===== src/rtl/mux_scan_sequencer_pkg.sv =====
`default_nettype none
// ============================================================================
// Module   : mux_scan_sequencer_pkg
// Purpose  : Shared FSM encodings, default geometry and a counter-width
//            helper for the mux scan sequencer and its dwell timer.
// Revision : 1.0 - initial release
// ============================================================================
package mux_scan_sequencer_pkg;

  // FSM state encodings
  localparam logic [1:0] ST_IDLE = 2'd0;
  localparam logic [1:0] ST_SCAN = 2'd1;
  localparam logic [1:0] ST_HOLD = 2'd2;

  // Default scan geometry
  localparam int DEF_N_CH  = 4;
  localparam int DEF_SEL_W = 2;
  localparam int DEF_DWELL = 2;

  // Dwell counter width: at least one bit, even when DWELL is 1
  function automatic int cnt_width(input int dwell);
    return (dwell > 1) ? $clog2(dwell) : 1;
  endfunction

endpackage
`default_nettype wire


===== src/rtl/mux_scan_sequencer_dwell_timer.sv =====
`default_nettype none
// ============================================================================
// Module   : mux_scan_sequencer_dwell_timer
// Purpose  : Counts settle cycles while enabled; done is high during the
//            last dwell cycle so the owner can sample on that edge. The
//            counter wraps to zero on its own after each completed dwell.
// Revision : 1.0 - initial release
// ============================================================================
module mux_scan_sequencer_dwell_timer
  import mux_scan_sequencer_pkg::*;
#(
  parameter int DWELL = DEF_DWELL
) (
  input  logic clk,
  input  logic rst,
  input  logic clr,
  input  logic en,
  output logic done
);

  localparam int            CW   = cnt_width(DWELL);
  localparam logic [CW-1:0] LAST = CW'(DWELL - 1);

  logic [CW-1:0] cnt_q;
  logic [CW-1:0] cnt_d;

  // Next count: clear wins, otherwise count up and wrap at the last cycle
  always_comb begin
    cnt_d = cnt_q;
    if (clr) begin
      cnt_d = '0;
    end else if (en) begin
      cnt_d = (cnt_q == LAST) ? '0 : cnt_q + 1'b1;
    end
  end

  // Counter register
  always_ff @(posedge clk or posedge rst) begin
    if (rst) begin
      cnt_q <= '0;
    end else begin
      cnt_q <= cnt_d;
    end
  end

  assign done = en & ~clr & (cnt_q == LAST);

endmodule
`default_nettype wire


===== src/rtl/mux_scan_sequencer.sv =====
`default_nettype none
// ============================================================================
// Module   : mux_scan_sequencer
// Purpose  : Round-robin scanner around a 4:1 mux. Steps sel through every
//            channel, samples mux_out after a dwell, packs one bit per
//            channel into a word and offers it on a valid/ready handshake.
// Option   : MUX_SCAN_CONTINUOUS_EN - when defined, a handshake restarts
//            the scan immediately instead of returning to idle.
// Revision : 1.0 - initial release
// ============================================================================
module mux_scan_sequencer
  import mux_scan_sequencer_pkg::*;
#(
  parameter int N_CH  = DEF_N_CH,
  parameter int SEL_W = DEF_SEL_W,
  parameter int DWELL = DEF_DWELL
) (
  input  logic             clk,
  input  logic             rst,
  input  logic             start,
  input  logic             mux_out,
  output logic [SEL_W-1:0] sel,
  output logic             busy,
  output logic [N_CH-1:0]  word,
  output logic             word_valid,
  input  logic             word_ready
);

  localparam logic [SEL_W-1:0] LAST_SEL = SEL_W'(N_CH - 1);

  logic [1:0]       state_q, state_d;
  logic [SEL_W-1:0] sel_q, sel_d;
  logic             busy_q, busy_d;
  logic [N_CH-1:0]  shadow_q, shadow_d;
  logic [N_CH-1:0]  word_q, word_d;
  logic             word_valid_q, word_valid_d;

  logic dwell_clr;
  logic dwell_en;
  logic dwell_done;

  // The timer only runs while scanning; any other state holds it at zero
  assign dwell_en  = (state_q == ST_SCAN);
  assign dwell_clr = (state_q != ST_SCAN);

  mux_scan_sequencer_dwell_timer #(
    .DWELL (DWELL)
  ) u_dwell (
    .clk  (clk),
    .rst  (rst),
    .clr  (dwell_clr),
    .en   (dwell_en),
    .done (dwell_done)
  );

  // Scan FSM: select stepping, per-channel capture and word hand-off
  always_comb begin
    state_d      = state_q;
    sel_d        = sel_q;
    busy_d       = busy_q;
    shadow_d     = shadow_q;
    word_d       = word_q;
    word_valid_d = word_valid_q;

    case (state_q)
      ST_IDLE: begin
        if (start) begin
          state_d = ST_SCAN;
          sel_d   = '0;
          busy_d  = 1'b1;
        end
      end

      ST_SCAN: begin
        if (dwell_done) begin
          for (int k = 0; k < N_CH; k++) begin
            if (sel_q == SEL_W'(k)) begin
              shadow_d[k] = mux_out;
            end
          end
          if (sel_q != LAST_SEL) begin
            sel_d = sel_q + 1'b1;
          end else begin
            // Publish the word including the bit captured on this edge
            word_d       = shadow_d;
            word_valid_d = 1'b1;
            state_d      = ST_HOLD;
          end
        end
      end

      ST_HOLD: begin
        if (word_ready) begin
          word_valid_d = 1'b0;
          sel_d        = '0;
`ifdef MUX_SCAN_CONTINUOUS_EN
          state_d      = ST_SCAN;
`else
          busy_d       = 1'b0;
          state_d      = ST_IDLE;
`endif
        end
      end

      default: begin
        state_d = ST_IDLE;
      end
    endcase
  end

  // State and output registers; reset abandons any scan in progress
  always_ff @(posedge clk or posedge rst) begin
    if (rst) begin
      state_q      <= ST_IDLE;
      sel_q        <= '0;
      busy_q       <= 1'b0;
      shadow_q     <= '0;
      word_q       <= '0;
      word_valid_q <= 1'b0;
    end else begin
      state_q      <= state_d;
      sel_q        <= sel_d;
      busy_q       <= busy_d;
      shadow_q     <= shadow_d;
      word_q       <= word_d;
      word_valid_q <= word_valid_d;
    end
  end

  assign sel        = sel_q;
  assign busy       = busy_q;
  assign word       = word_q;
  assign word_valid = word_valid_q;

endmodule
`default_nettype wire


===== config.mk =====
export PLATFORM = sky130hd
export DESIGN_NAME = mux_scan_sequencer
export DESIGN_NICKNAME = d
export VERILOG_FILES = /design/src/rtl/mux_scan_sequencer_pkg.sv /design/src/rtl/mux_scan_sequencer_dwell_timer.sv /design/src/rtl/mux_scan_sequencer.sv
export SDC_FILE = /design/constraint.sdc
export NUM_CORES = 1
export LEC_CHECK = 0
export ABC_AREA = 1
export CAP_MARGIN = 0
export CELL_PAD_IN_SITES_DETAIL_PLACEMENT = 0
export CELL_PAD_IN_SITES_GLOBAL_PLACEMENT = 2
export CORE_UTILIZATION = 26
export CTS_CLUSTER_DIAMETER = 120
export DETAILED_ROUTE_END_ITERATION = 6
export PLACE_DENSITY_LB_ADDON = 0.1
export SYNTH_ARGS = -nofsm -noshare
export SYNTH_HDL_FRONTEND = slang
export SYNTH_SLANG_ARGS = --single-unit

===== constraint.sdc =====
create_clock -name clk -period 1.2 [get_ports clk]
set_input_delay 0.24 -clock clk [delete_from_list [all_inputs] [get_ports clk]]
set_output_delay 0.24 -clock clk [all_outputs]
set_load 0.02 [all_outputs]

# ---- Word-level counts from Yosys, hierarchy flattened
# Index checks and enable logic that the tools add are counted.
dict set report classes {
  n_mux 22
  n_eq_ne 12
  n_reduce_logical 12
  bitwise 4
  addsub 2
}
# op count
set op_table {}
lappend op_table {{$mux 2} 7}
lappend op_table {{$ne 2x2->1 const B} 6}
lappend op_table {{$pmux 2 s3} 2}
lappend op_table {{$mux 1} 11}
lappend op_table {{$reduce_and 4->1} 2}
lappend op_table {{$eq 2x2->1 const B} 3}
lappend op_table {{$reduce_and 3->1} 2}
lappend op_table {{$reduce_bool 2->1} 3}
lappend op_table {{$reduce_and 5->1} 1}
lappend op_table {{$eq 2x1->1 const B} 2}
lappend op_table {{$logic_not 2->1} 2}
lappend op_table {{$pmux 1 s2} 2}
lappend op_table {{$reduce_bool 3->1} 1}
lappend op_table {{$add 2x1->2 const B} 1}
lappend op_table {{$and 1x1->1} 2}
lappend op_table {{$ne 2x1->1 const B} 1}
lappend op_table {{$not 1->1} 2}
lappend op_table {{$reduce_and 2->1} 1}
lappend op_table {{$add 1x1->1 const B} 1}
dict set report totals {
  word_cells 59
  ff_bits 15
  out_inout_bits 8
  inputBits 5
}

# ---- Longest topological paths before layout
dict set report logic_depth {
  ltp_word 6
  ltp_mapped 7
  ltp_nobuf 7
}

# ---- Cells and area by module
# From an unflattened synthesis, not the netlist that was laid out.
dict set report unflattened {
  cells_unflattened 100
  area_unflattened_um2 795.8
}
# module seq_area_each_um2 cells_per_inst area_each_um2 instances
set by_module_without_submodules {}
lappend by_module_without_submodules {mux_scan_sequencer 350.3 92 742.0 1}
lappend by_module_without_submodules {mux_scan_sequencer_dwell_timer 25.0 8 53.8 1}

# ---- Worst setup path before layout
# OpenSTA, ideal clock, no wires.
dict set report synth_path {
  kind {register -> register}
  startpoint {register sel_q[0] (netlist: sel[0])}
  endpoint {register sel_q[0] (netlist: sel[0])}
  path_slack_ns -0.103
  required_time_ns 1.082
  setup_time_ns 0.118
  path_stages_with_launch 8
  arrival_ns 1.185
  synth_period_minus_slack_ns 1.303
  n_path_buf 0
  path_cell_list {dfrtp_1 > ha_1 > nor2_1 > nand2_1 > nand2_1 > nand3_1 > nand2_1 > nand2_1}
}
dict set report synth_between {
  elab_chain_len 4
  elab_cells_between_ends 7
  cone_classes {add/sub (1); eq/ne (2); mux (3); reduce/logical (1)}
}
# element line_no
set synth_lines {}
lappend synth_lines {{start, declared} mux_scan_sequencer.sv:32} ;# logic [SEL_W-1:0] sel_q, sel_d;
lappend synth_lines {{start signal, assigned} mux_scan_sequencer.sv:122} ;# sel_q <= sel_d;
lappend synth_lines {{$add 2x1->2} mux_scan_sequencer.sv:82} ;# sel_d = sel_q + 1'b1;
lappend synth_lines {{$mux 2} mux_scan_sequencer.sv:81} ;# if (sel_q != LAST_SEL) begin
lappend synth_lines {{$mux 2} mux_scan_sequencer.sv:75} ;# if (dwell_done) begin
lappend synth_lines {{$pmux 2 s3} mux_scan_sequencer.sv:65} ;# case (state_q)
# Several ways; a longest one is shown, not always the timed one. The select of a mux whose other input is x is not followed.
# A chain may end at the register's enable or synchronous reset.

# ---- Worst setup path in the final report
dict set report layout_path {
  startpoint {register sel_q[0] (netlist: sel[0])}
  endpoint {output sel[0]}
}
# element line_no
set layout_lines {}
lappend layout_lines {{end, declared} mux_scan_sequencer.sv:22} ;# output logic [SEL_W-1:0] sel,
# No word-level cell between the ends.

==> impl_metrics.yaml <==
global_routing:
  gr-total-overflow: 0
  grt_max_degree: 16
  antenna_found_initial: 0
  grt_pass1_vias: 614
  grt.total_usage_pct: 11.50
  grt_pass1_wl_um: 2794
route:
  wire_per_inst_um: 10.40
  ant_nets: 0
  drc: 0
  viasPerCell: 4.185
  first_iter_violations: 2
  dr.pass1.iters: 4
  wl_um: 1570
  dr_total_vias: 632
logic_synthesis:
  syn_nets: 105
  synth_cell_types: 13
  synth_common_cells: "31 x nand2_1, 17 x inv_1, 15 x dfrtp_1"
  async_flop_share_pct: 100.0
  synth.avg_cell_area_um2: 8.153
  synth_warnings: 0
  synthCells: 95
  synth_ff_type: "dfrtp_1"
  synth_edf_count: 0
  yosys-top-cells-area: "dfrtp_1 48%, nand2_1 15%, inv_1 8.2%"
  yosysTopAreaCell: "dfrtp_1"
  synthAdderAreaFrac_pct: 8.078
  synthSimpleGateAreaFrac_pct: 27.46
  synth.most_common_cell: "nand2_1"
  synth_mux_area_share_pct: 0
  synthXorXnorAreaFrac_pct: 0
  synth-seq-area-share_pct: 48.47
  synth_top_cell_area_share_pct: 48.47
  yosys_register_bits: 15
  synth_compound_area_share_pct: 7.108
  synth_top_family_by_area: "simple AND/OR/NAND/NOR gates"
  syn_area_um2: 774.5
timing:
  finalSetupViolations: 0
  post-route-period-util_pct: 97.88
  fin_ws_ns: 0.02548
  min_period_ns: 1.175
  hold_violations: 0
  worst_pin_slew_ns: 0.2782
  skew_ns: 0.006635
  drv_slew: 0
  relSlewSlack_pct: 81.31
  fmax_mhz: 851.4
  rsz0062_at_grt: "true"
worst_setup_path:
  critPathKind: "register to output port"
  cp_slowest_cell: "dfrtp_2"
  rrSetupSlack_ns: 0.03
  r2r-end: "sel[1]$_DFFE_PP0P_"
  timing.rr.start: "sel[0]$_DFFE_PP0P_"
  cpLargestDelayFamily: "flip-flops"
  worst_ep_arrival_time_ns: 0.93
  crit_buf_inv: 1
  endpoint_kind: "output port"
  slowest_delay_ns: 0.47
  r2r_cells: 7
  crit_required_ns: 0.96
  worstPathMaxFanout: 6
  startpoint_type: "register"
  critical_path.cell_chain: "buf_2"
  cp_num_cells: 1
pwr:
  pwr-share-comb_pct: 50.5
  p_sw_share_pct: 43.47
  p_int_mw: 1.335
  p_clk_share_pct: 12.5
  p_per_area_nw_per_um2: 2258
  power_switching_mw: 1.027
  p_seq_share_pct: 37.0
  power.leakage_nw: 0.5470
  vdd_drop_max_v: 0.001064
floorplan:
  die_width_um: 56.58
  core_area_um2: 2781
  rows: 19
  initial_core_util_pct: 27.85
  die_y_um: 56.58
  io_pins: 13
  dieArea_um2: 3201
finish:
  layout-drive-gt1-share_pct: 32.50
  final_core_util_pct: 37.61
  diodes: 0
  syn_to_final_growth_pct: 35.06
  fin_nets: 131
clocking:
  clkSlewWorstSetupHoldPaths_ns: 0.10
  cts_made_buffers: 3
  clk_latency_ns: 0.28
  cts.path.max_buffers: 2
  cts.htree.levels: 1
  cts_root_buf: "clkbuf_4"
  cts_tree: "done"
  clock_sinks: 15
placement:
  routabilityCongestion: 0.7093
  dpl_worst_slack_ns: -0.09912
  hpwl_um: 1181
  port_buffers: 12
min_path:
  hold_class: "input port to async pin"
job:
  max_cap_viol_count: 0
status:
  status: "finished, final reports clean"
## area by class of cell
type | count | area [µm²]
inverter | 18 | 70.07
sequential | 15 | 379.1
tap | 31 | 38.79
fill | 309 | 1735
clock buffer | 4 | 26.28
multi-input combinational | 62 | 371.6
timing repair buffer | 21 | 160.2
## cell families (layout without fill, tap and decap cells)
group / Yosys count / in the layout
and+or+nand+nor: 46 / 46
buffers and inverters: 18 / 43
DFF: 15 / 15
adders and majority gates: 5 / 5
AOI/OAI and AO/OA: 11 / 11
## per-layer routing
| layer | share of wire, % | track usage [%] |
|---|---|---|
| met5 | 0 | 0 |
| met4 | 0.76 | 6.272 |
| met1 | 52 | 16.36 |
| met3 | 3.6 | 2.074 |
| met2 | 43 | 16.30 |
## how the worst max path moves through the flow
stage                                 from                  to
floorplan               sel[0]$_DFFE_PP0P_  sel[0]$_DFFE_PP0P_
global placement        sel[0]$_DFFE_PP0P_              sel[0]
detailed placement      sel[0]$_DFFE_PP0P_              sel[0]
CTS                 word_valid$_DFFE_PP0P_          word_valid
global route            sel[0]$_DFFE_PP0P_  sel[1]$_DFFE_PP0P_
finish                  sel[0]$_DFFE_PP0P_              sel[0]
## through the flow
step                instance area, µm²  hold slack [ns]  power, mW  TNS [ns]  cells
floorplan                        789.5           0.1413      1.576         0     95
global placement                  1008           0.4628      2.030   -0.3924    146
detailed placement                1008           0.4634      2.039   -0.5331    146
CTS                               1042           0.2531      2.343         0    150
global route                      1046           0.2859      2.593  -0.08292    151
finish                            1046           0.2530      2.362         0    151
## power groups by stage
| stage | sequential, mW | clock (mW) | combinational (mW) |
|---|---|---|---|
| 2_1_floorplan | 0.965 | 0 | 0.612 |
| 3_3_place_gp | 0.865 | 0 | 1.16 |
| 3_5_place_dp | 0.871 | 0 | 1.17 |
| 4_1_cts | 0.866 | 0.316 | 1.16 |
| 5_1_grt | 0.901 | 0.338 | 1.35 |
| 6_report | 0.874 | 0.295 | 1.19 |
## repair_timing
| item | CTS | global route |
|---|---|---|
| gates resized for setup | 30 | 19 |
| setup buffers | 0 | 1 |
| pin swaps | 2 | 4 |
| hold buffers | 0 | 0 |
| endpoints found under the setup margin | 15 | 17 |
## flip-flops by register name, indices dropped and copies added (netlist names)
| signal | flops |
|---|---|
| shadow_q | 4 |
| word | 4 |
| sel | 2 |
| state_q | 2 |
| busy | 1 |
| u_dwell.cnt_q | 1 |
| word_valid | 1 |
## layout by cell type (no fill, tap or decap), drive strengths merged
master,count
clkbuf,5
clkdlybuf4s15,1
ha,5
nand2b,1
nand2,33
nor3,1
clkdlybuf4s50,4
nor2,7
a21oi,2
buf,15
dfrtp,15
nand3,4
o21ai,9
inv,18
No activity file was read; power rests on OpenSTA's default activity.
